## src/rtl/delay_commutator.sv

```systemverilog
// delay_commutator: radix-2 delay-commutator stage for a streaming FFT.
// Lane 1 is delayed by DEPTH accepted samples, a toggle that flips every
// DEPTH accepted samples swaps which lane feeds the second DEPTH-sample delay,
// and both results leave through a registered output stage.
// Optional feature: define DELAY_COMM_FLUSH_EN to add the synchronous flush port.
module delay_commutator #(
    parameter int DATA_W = 16,
    parameter int DEPTH  = 4
) (
    input  logic              clk,
    input  logic              rst,
`ifdef DELAY_COMM_FLUSH_EN
    input  logic              flush,
`endif
    input  logic              in_valid,
    input  logic [DATA_W-1:0] in_0_re,
    input  logic [DATA_W-1:0] in_0_im,
    input  logic [DATA_W-1:0] in_1_re,
    input  logic [DATA_W-1:0] in_1_im,
    output logic              out_valid,
    output logic [DATA_W-1:0] out_0_re,
    output logic [DATA_W-1:0] out_0_im,
    output logic [DATA_W-1:0] out_1_re,
    output logic [DATA_W-1:0] out_1_im
);

    // Switch counter needs at least one bit even when DEPTH is 1.
    localparam int CW = (DEPTH > 1) ? $clog2(DEPTH) : 1;
    // Fill counter must be able to hold the value DEPTH itself.
    localparam int FW = $clog2(DEPTH + 1);
    // Real and imaginary parts travel together as one packed word {re, im}.
    localparam int SW = 2 * DATA_W;

    localparam logic [CW-1:0] CNT_LAST = CW'(DEPTH - 1);
    localparam logic [FW-1:0] FILL_MAX = FW'(DEPTH);

    logic [SW-1:0] d1_q [DEPTH];   // lane-1 delay line, entry DEPTH-1 is oldest
    logic [SW-1:0] da_q [DEPTH];   // A-path delay line, entry DEPTH-1 is oldest

    logic [CW-1:0] cnt_q,  cnt_d;
    logic          tog_q,  tog_d;
    logic [FW-1:0] fill_q, fill_d;
    logic          out_valid_q, out_valid_d;
    logic [SW-1:0] out0_q, out0_d;
    logic [SW-1:0] out1_q, out1_d;

    logic [SW-1:0] in0_s;
    logic [SW-1:0] in1_s;
    logic [SW-1:0] d1_out_s;
    logic [SW-1:0] a_s;
    logic [SW-1:0] b_s;
    logic          flush_s;
    logic          accept_s;

    assign in0_s    = {in_0_re, in_0_im};
    assign in1_s    = {in_1_re, in_1_im};
    assign d1_out_s = d1_q[DEPTH-1];

`ifdef DELAY_COMM_FLUSH_EN
    assign flush_s = flush;
`else
    assign flush_s = 1'b0;
`endif

    // A flushed sample is discarded, so it must not enter the delay lines.
    assign accept_s = in_valid & ~flush_s;

    // Commutator: the toggle selects which lane feeds the A delay path.
    always_comb begin
        a_s = in0_s;
        b_s = d1_out_s;
        if (tog_q) begin
            a_s = d1_out_s;
            b_s = in0_s;
        end else begin
            a_s = in0_s;
            b_s = d1_out_s;
        end
    end

    // Next-state for counters, toggle and the registered output stage.
    always_comb begin
        cnt_d       = cnt_q;
        tog_d       = tog_q;
        fill_d      = fill_q;
        out_valid_d = 1'b0;
        out0_d      = out0_q;
        out1_d      = out1_q;
        if (flush_s) begin
            cnt_d       = {CW{1'b0}};
            tog_d       = 1'b0;
            fill_d      = {FW{1'b0}};
            out_valid_d = 1'b0;
        end else if (in_valid) begin
            if (cnt_q == CNT_LAST) begin
                cnt_d = {CW{1'b0}};
                tog_d = ~tog_q;
            end else begin
                cnt_d = cnt_q + {{(CW-1){1'b0}}, 1'b1};
                tog_d = tog_q;
            end
            if (fill_q == FILL_MAX) begin
                fill_d = fill_q;
            end else begin
                fill_d = fill_q + {{(FW-1){1'b0}}, 1'b1};
            end
            // Fill count before this sample equals min(k, DEPTH).
            out_valid_d = (fill_q == FILL_MAX);
            out0_d      = da_q[DEPTH-1];
            out1_d      = b_s;
        end else begin
            out_valid_d = 1'b0;
        end
    end

    // Control and output registers; reset beats flush and in_valid.
    always_ff @(posedge clk) begin
        if (rst) begin
            cnt_q       <= {CW{1'b0}};
            tog_q       <= 1'b0;
            fill_q      <= {FW{1'b0}};
            out_valid_q <= 1'b0;
            out0_q      <= {SW{1'b0}};
            out1_q      <= {SW{1'b0}};
        end else begin
            cnt_q       <= cnt_d;
            tog_q       <= tog_d;
            fill_q      <= fill_d;
            out_valid_q <= out_valid_d;
            out0_q      <= out0_d;
            out1_q      <= out1_d;
        end
    end

    // Both delay lines shift only on accepted samples and survive a flush.
    always_ff @(posedge clk) begin
        if (rst) begin
            for (int i = 0; i < DEPTH; i++) begin
                d1_q[i] <= {SW{1'b0}};
                da_q[i] <= {SW{1'b0}};
            end
        end else if (accept_s) begin
            d1_q[0] <= in1_s;
            da_q[0] <= a_s;
            for (int i = 1; i < DEPTH; i++) begin
                d1_q[i] <= d1_q[i-1];
                da_q[i] <= da_q[i-1];
            end
        end else begin
            for (int i = 0; i < DEPTH; i++) begin
                d1_q[i] <= d1_q[i];
                da_q[i] <= da_q[i];
            end
        end
    end

    assign out_valid = out_valid_q;
    assign out_0_re  = out0_q[SW-1:DATA_W];
    assign out_0_im  = out0_q[DATA_W-1:0];
    assign out_1_re  = out1_q[SW-1:DATA_W];
    assign out_1_im  = out1_q[DATA_W-1:0];

endmodule

```

## config.mk

```make
export PLATFORM = sky130hd
export DESIGN_NAME = delay_commutator
export DESIGN_NICKNAME = d
export VERILOG_FILES = /design/src/rtl/delay_commutator.sv
export SDC_FILE = /design/constraint.sdc
export NUM_CORES = 1
export LEC_CHECK = 0
export ABC_AREA = 1
export CORE_MARGIN = 8
export CORE_UTILIZATION = 48
export DETAILED_ROUTE_END_ITERATION = 8
export GPL_TIMING_DRIVEN = 1
export PLACE_DENSITY_LB_ADDON = 0.05
export SLEW_MARGIN = 20
export SYNTH_ARGS = -nofsm -noshare
export SYNTH_HDL_FRONTEND = slang
export SYNTH_SLANG_ARGS = --single-unit
export TNS_END_PERCENT = 1
```

## constraint.sdc

```tcl
create_clock -name clk -period 8.6 [get_ports clk]
set_clock_uncertainty 0.2 [all_clocks]
set_input_delay 1.29 -clock clk [delete_from_list [all_inputs] [get_ports clk]]
set_output_delay 1.29 -clock clk [all_outputs]
set_load 0.01 [all_outputs]
```

==> out/results.ini, run 1 <==
[cts]
postCtsResizedCells=0
cts.reportedPaths.clkPinSlew_ps=60
hold_buffers=0
root_buffer=clkbuf_16
cts_buffers=36
cts.sink_count=327
clock_tree_from_tritoncts=yes
postCtsSetupBuffers=0
cts_buffer_depth=3
ctsHtreeMaxLevel=2
clock_insertion_delay_worst_skew_ps=510

[routing]
routed_wirelength_um=21200
ant_nets=0
firstDrtPassIters=7
via_density_per_instance=4.31
post-route-drc-count=0
detailroute.via_count=7528
drt-initial-drc-count=608
wire_per_inst_um=12.1

[pwr]
total_leakage_power_nw=6.81
switching_power_mw=0.735
max-vdd-ir-drop_mv=0.142
power.density_cell_area_nw_per_um2=225
switching_power_share_of_the_total_pct=21.1
power.clock.fraction_pct=41.1
cell_internal_pwr_mw=2.75
power.combinational.fraction_pct=6.0
sequentialPowerShare_pct=53.0

[die]
floorplan.initialDensity_pct=48.4
chipHeight_um=180
die_x_um=180
design.portCount=132
rows=60
die-area_um2=32400
floorplan.core_area_um2=26700

[synthesis]
dominant_combinational_cell_family_by_area_after_synthesis=simple AND/OR/NAND/NOR gates
synth_simple_gate_area_share_pct=15.1
postSynthCellCount=1258
syn_avg_cell_area_um2=10.3
dominantRegCellSynth=edfxtp_1
synth_largest_area_cell=edfxtp_1
synth.yosys.warnings=0
synth-edff-count=256
syn_nets=1328
synthesized_area_fraction_occupied_by_ao_oa_aoi_and_oai_cells_pct=2.60
netlist_area_um2=12900
synth.area.mux_share_pct=0
synth_adder_area_share_pct=0.291
synth_top_cells_by_area=edfxtp_1, dfxtp_1, inv_1
share_of_flip_flops_with_an_asynchronous_set_or_reset_after_synthesis_pct=0
synthDominantCellAreaShare_pct=59.6
synth-xor-area-share_pct=0
ys_ff_latch=327
synth_top_cells_by_count=inv_1, edfxtp_1, nand2_1
ys_seq_area_share_pct=70.6
leading_cell_type_by_number_of_instances_after_synthesis=inv_1
post_synth_num_cell_types=17

[cells_and_area]
area_growth_pct=19.9
fraction_of_final_layout_cells_with_drive_strength_greater_than_1_pct=4.34
filler_cell_count=2258
fin_nets=1447

[sta]
post-route-period-util_pct=42.2
max_freq_mhz=276
setup_repair_after_global_routing_missed_its_margin=false
worst_slack_ps=4970
tns_ps=0
worst_slew_pin_slew_ps=1060
timing.final.setup_violations=0
slew_headroom_pct=29.1
timing.final.hold_violations=0
layout_min_cycle_time_ps=3630
finalMaxSlewViolations=0

[global_routing]
grt_pass1_vias=7322
number_of_antenna_violations_at_the_first_check_in_global_routing=2
groute.usage.overall_pct=13.4
grt_start_max_net_pins=129
remaining_global_route_overflow=0
grt_pass1_wl_um=36200

[worst_setup_path]
reg2reg_depth=4
arrival_ps=3550
startpoint=in_valid
critical_path.slowest_cell=buf_4
worst-path-buf-inv=3
path_cells=clkdlybuf4s50_1 -> nor2_4 -> inv_8 -> buf_4
worst-path-max-fanout=128
endpoint=da_q[3][26]
worstSetupPathDepth=4
path_class=in2reg
worst_r2r_endpoint=out1_q[16]
critPathCaptureType=register
regToRegStartpoint=tog_q
critPathLaunchType=input pin
critical-path-top-delay-family=buffers and inverters
cp_data_required_time_ps=8530
cpPeakStageDelay_ps=770
r2r_slack_ps=6650

[placed_design]
placement.io_buffers=131
hpwl_um=12600
gp_congestion=0.801
post-place-ws_ps=4420

[job]
maxCapViolCount=0

[status]
outcome=finished, final reports clean

[worst_hold_path]
min-delay-path-class=reg2reg

## through the flow
step                      power (mW)  utilization, %  std cells  hold WS (ps)  cell area (um2)
after floorplan                 2.02               -       1258           212            12900
after global placement          2.09            53.9       1680           219            14400
after detailed placement        2.09            53.9       1680           221            14400
after CTS                       3.54            58.0       1746           224            15500
after global routing            3.64            58.0       1746           244            15500
final                           3.49            58.1       1748           218            15500
## worst min-delay path by stage
stage / depth (start not counted) / slack, ps / to / start
global route: 2 / 240 / out0_q[18] / da_q[3][18]
global placement: 2 / 220 / out0_q[22] / da_q[3][22]
finish: 2 / 220 / out0_q[18] / da_q[3][18]
detailed placement: 2 / 220 / out0_q[3] / da_q[3][3]
floorplan: 2 / 210 / out0_q[0] / da_q[3][0]
CTS: 2 / 220 / out0_q[18] / da_q[3][18]
## worst min-delay path, delay by kind of cell, from the launching register on
kind          cells  cell delay [ps]
flops             1              320
simple gates      2               90
## routing by layer
layer | up-vias | global-route usage (%) | share of wire, %
met3 | 43 | 3.53 | 6.2
li1 | 4078 | - | -
met4 | 0 | 4.87 | 2.5
met5 | - | 0 | 0
met1 | 3264 | 17.1 | 45
met2 | 143 | 21.7 | 47
## power groups by stage
stage / clock network [mW] / logic [mW] / registers, mW
floorplan: 0 / 0.124 / 1.89
global placement: 0 / 0.208 / 1.88
detailed placement: 0 / 0.211 / 1.88
CTS: 1.48 / 0.212 / 1.85
global route: 1.54 / 0.239 / 1.86
finish: 1.43 / 0.208 / 1.85
## area by class of cell
type	instances	area (um2)	share of cell area (%)
antenna	2	5.00	0.0323
clock inverter	13	92.6	0.598
timing repair buffer	138	1360	8.80
tap	341	427	2.76
multi-input combinational	576	2330	15.1
clock buffer	53	1020	6.57
inverter	298	1130	7.29
sequential	327	9110	58.9
## layout by cell type (no fill, tap or decap), drive strengths merged
| cell type | instances |
|---|---|
| nor2 | 234 |
| ha | 3 |
| inv | 299 |
| nand2 | 237 |
| o21ai | 32 |
| dfxtp | 71 |
| diode | 2 |
| edfxtp | 256 |
| clkbuf | 53 |
| bufinv | 1 |
| buf | 8 |
| a21oi | 35 |
| clkinv | 10 |
| nand3 | 35 |
| clkinvlp | 1 |
| clkdlybuf4s50 | 130 |
## flip-flops by register name, summed over array words and instances, names as in the netlist
name       flops
d1_q         128
da_q         128
cnt_q          2
out1_q        32
tog_q          1
out_valid      1
fill_q         3
out0_q        32
## cells by family (layout without fill, tap and decap cells)
logic type	count (synthesis)	after routing
flops	327	327
other cells	0	2
fa+ha+maj	3	3
compound gates	67	67
buf+inv	355	502
simple gates	506	506
(Power assumes the default switching activity.)
==> run 2, diff against run 1 <==
==> constraint.sdc (replaced) <==
create_clock -name clk -period 3.4 [get_ports clk]
set_clock_uncertainty 0.2 [all_clocks]
set_input_delay 0.51 -clock clk [delete_from_list [all_inputs] [get_ports clk]]
set_output_delay 0.51 -clock clk [all_outputs]
set_load 0.01 [all_outputs]
==> run 2 against run 1 <==
Compared with the run above:
- worst setup slack worse by 3700 ps
- utilization grew 0.36 points
- final cell count increased by 0.23%
- critical path type is now reg2out
- critical endpoint is now out_1_re[14]
- largest cell class unchanged
- highest routed layer is now met5
==> out/results.ini, run 2 (synthesis gave the netlist of run 1 again) <==
[cts]
cts.reportedPaths.clkPinSlew_ps=60  ; about the same
cts.sink_count=327  ; unchanged
cts_buffers=35  ; -2.8%
clock_insertion_delay_worst_skew_ps=490  ; -20 ps
clock_tree_from_tritoncts=yes
root_buffer=clkbuf_16
ctsHtreeMaxLevel=2  ; unchanged
cts_buffer_depth=3  ; unchanged
postCtsSetupBuffers=0  ; unchanged
hold_buffers=0  ; unchanged
postCtsResizedCells=0  ; unchanged

[worst_setup_path]
critical-path-top-delay-family=buffers and inverters
worst-path-max-fanout=2  ; -98%
critPathLaunchType=register
path_cells=clkdlybuf4s50_1
critPathCaptureType=output pin
path_class=reg2out
critical_path.slowest_cell=clkdlybuf4s50_1
worst-path-buf-inv=1  ; -2
arrival_ps=1440  ; -2110 ps
cp_data_required_time_ps=2690  ; -5840 ps
cpPeakStageDelay_ps=560  ; -210 ps

[routing]
post-route-drc-count=0  ; unchanged
detailroute.via_count=7580  ; +0.69%
wire_per_inst_um=12.2  ; +0.61%
routed_wirelength_um=21400  ; +0.84%
via_density_per_instance=4.33  ; +0.46%
firstDrtPassIters=5  ; -2
ant_nets=0  ; unchanged
drt-initial-drc-count=528  ; -13%

[global_routing]
remaining_global_route_overflow=0  ; unchanged
grt_pass1_vias=7388  ; +0.90%
globalRouteMet2Util_pct=21.1  ; -0.56 points
grt_pass1_wl_um=36500  ; +0.86%
groute.usage.overall_pct=13.6  ; +0.22 points
globalRouteMet1Util_pct=17.6  ; +0.45 points
grt_start_max_net_pins=73  ; -43%
gr-usage-met3_pct=3.99  ; +0.46 points
grt.busiest_layer=met2
number_of_antenna_violations_at_the_first_check_in_global_routing=2  ; unchanged

[cells_and_area]
fraction_of_final_layout_cells_with_drive_strength_greater_than_1_pct=4.54  ; +0.20 points
layout_commonest_cell=inv_1
fin_nets=1455  ; +0.55%
area_growth_pct=20.7
filler_cell_count=2258  ; unchanged
non_filler_instance_count_after_layout=1752  ; +0.23%
biggestRegsByFlops=d1_q: 128 flops, da_q: 128 flops
finished_cell_area_um2=15600  ; +0.61%
top_library_cells_by_usage_in_the_layout_fill_and_taps_aside=inv_1, edfxtp_1, nand2_1, nor2_1, clkdlybuf4s50_1

[placed_design]
gp_congestion=0.816  ; +1.8%
placed_area_um2=14500  ; +1.1%
hpwl_um=13000  ; +3.0%
placement.io_buffers=131  ; unchanged
place_inst=1689  ; +0.54%
post-place-ws_ps=829  ; -3590 ps

[die]
floorplan.core_area_um2=26700  ; unchanged
floorplan.initialDensity_pct=48.4  ; unchanged
die_x_um=180  ; unchanged
design.portCount=132  ; unchanged
die-area_um2=32400  ; unchanged
rows=60  ; unchanged
chipHeight_um=180  ; unchanged

[sta]
timing.final.setup_violations=0  ; unchanged
slew_headroom_pct=49.2  ; +20 points
setup_repair_after_global_routing_missed_its_margin=false
worst_slack_ps=1250  ; -3720 ps
post-route-period-util_pct=63.3
worst_slew_pin_slew_ps=761  ; -296 ps
layout_min_cycle_time_ps=2150
timing.final.hold_violations=0  ; unchanged
max_freq_mhz=465
tns_ps=0  ; unchanged
finalMaxSlewViolations=0  ; unchanged

[pwr]
max-vdd-ir-drop_mv=0.305  ; +110%
power.density_cell_area_nw_per_um2=556  ; +150%
total_leakage_power_nw=6.85  ; +0.68%

[status]
outcome=finished, final reports clean

[worst_hold_path]
min-delay-path-class=reg2reg

[job]
maxCapViolCount=0  ; unchanged

run 2: stage by stage:
stage	hold WS, ps	util, %	power, mW
2_1_floorplan	212	-	5.09
3_3_place_gp	218	54.5	5.30
3_5_place_dp	219	54.5	5.31
4_1_cts	232	58.4	8.79
5_1_grt	246	58.4	9.04
6_report	232	58.4	8.66
run 2: power breakdown:
group          switching [mW]  internal (mW)
Combinational           0.314          0.233
Sequential             0.0773           4.59
Clock                    1.41           2.04
Total                    1.80           6.86
run 2: routing by layer:
| layer | up-vias | share of wire (%) |
|---|---|---|
| li1 | 4086 | - |
| met1 | 3272 | 45 |
| met2 | 174 | 45 |
| met3 | 46 | 6.3 |
| met4 | 2 | 3.1 |
| met5 | - | 0.047 |
run 2: layout make-up:
class	instances	area, um2	area share (%)
Antenna cell	1	2.50	0.0161
Clock buffer	54	1010	6.49
Clock inverter	8	32.5	0.209
Inverter	298	1120	7.23
Multi-Input combinational cell	576	2330	15.0
Sequential cell	327	9110	58.5
Tap cell	341	427	2.74
Timing Repair Buffer	147	1530	9.82
run 2: final timing paths:
kind,startpoint,endpoint,slack (ps),cells after the start
max reg2reg,tog_q,da_q[0][8],1620,3
min,da_q[3][5],out0_q[5],230,2
min reg2reg,da_q[3][5],out0_q[5],230,2
max,out1_q[30],out_1_re[14],1250,1
run 2: tightest hold or removal path: cells and delay by family, from the launching register on:
kind | cells | cell delay, ps
simple gates | 2 | 90
flops | 1 | 310
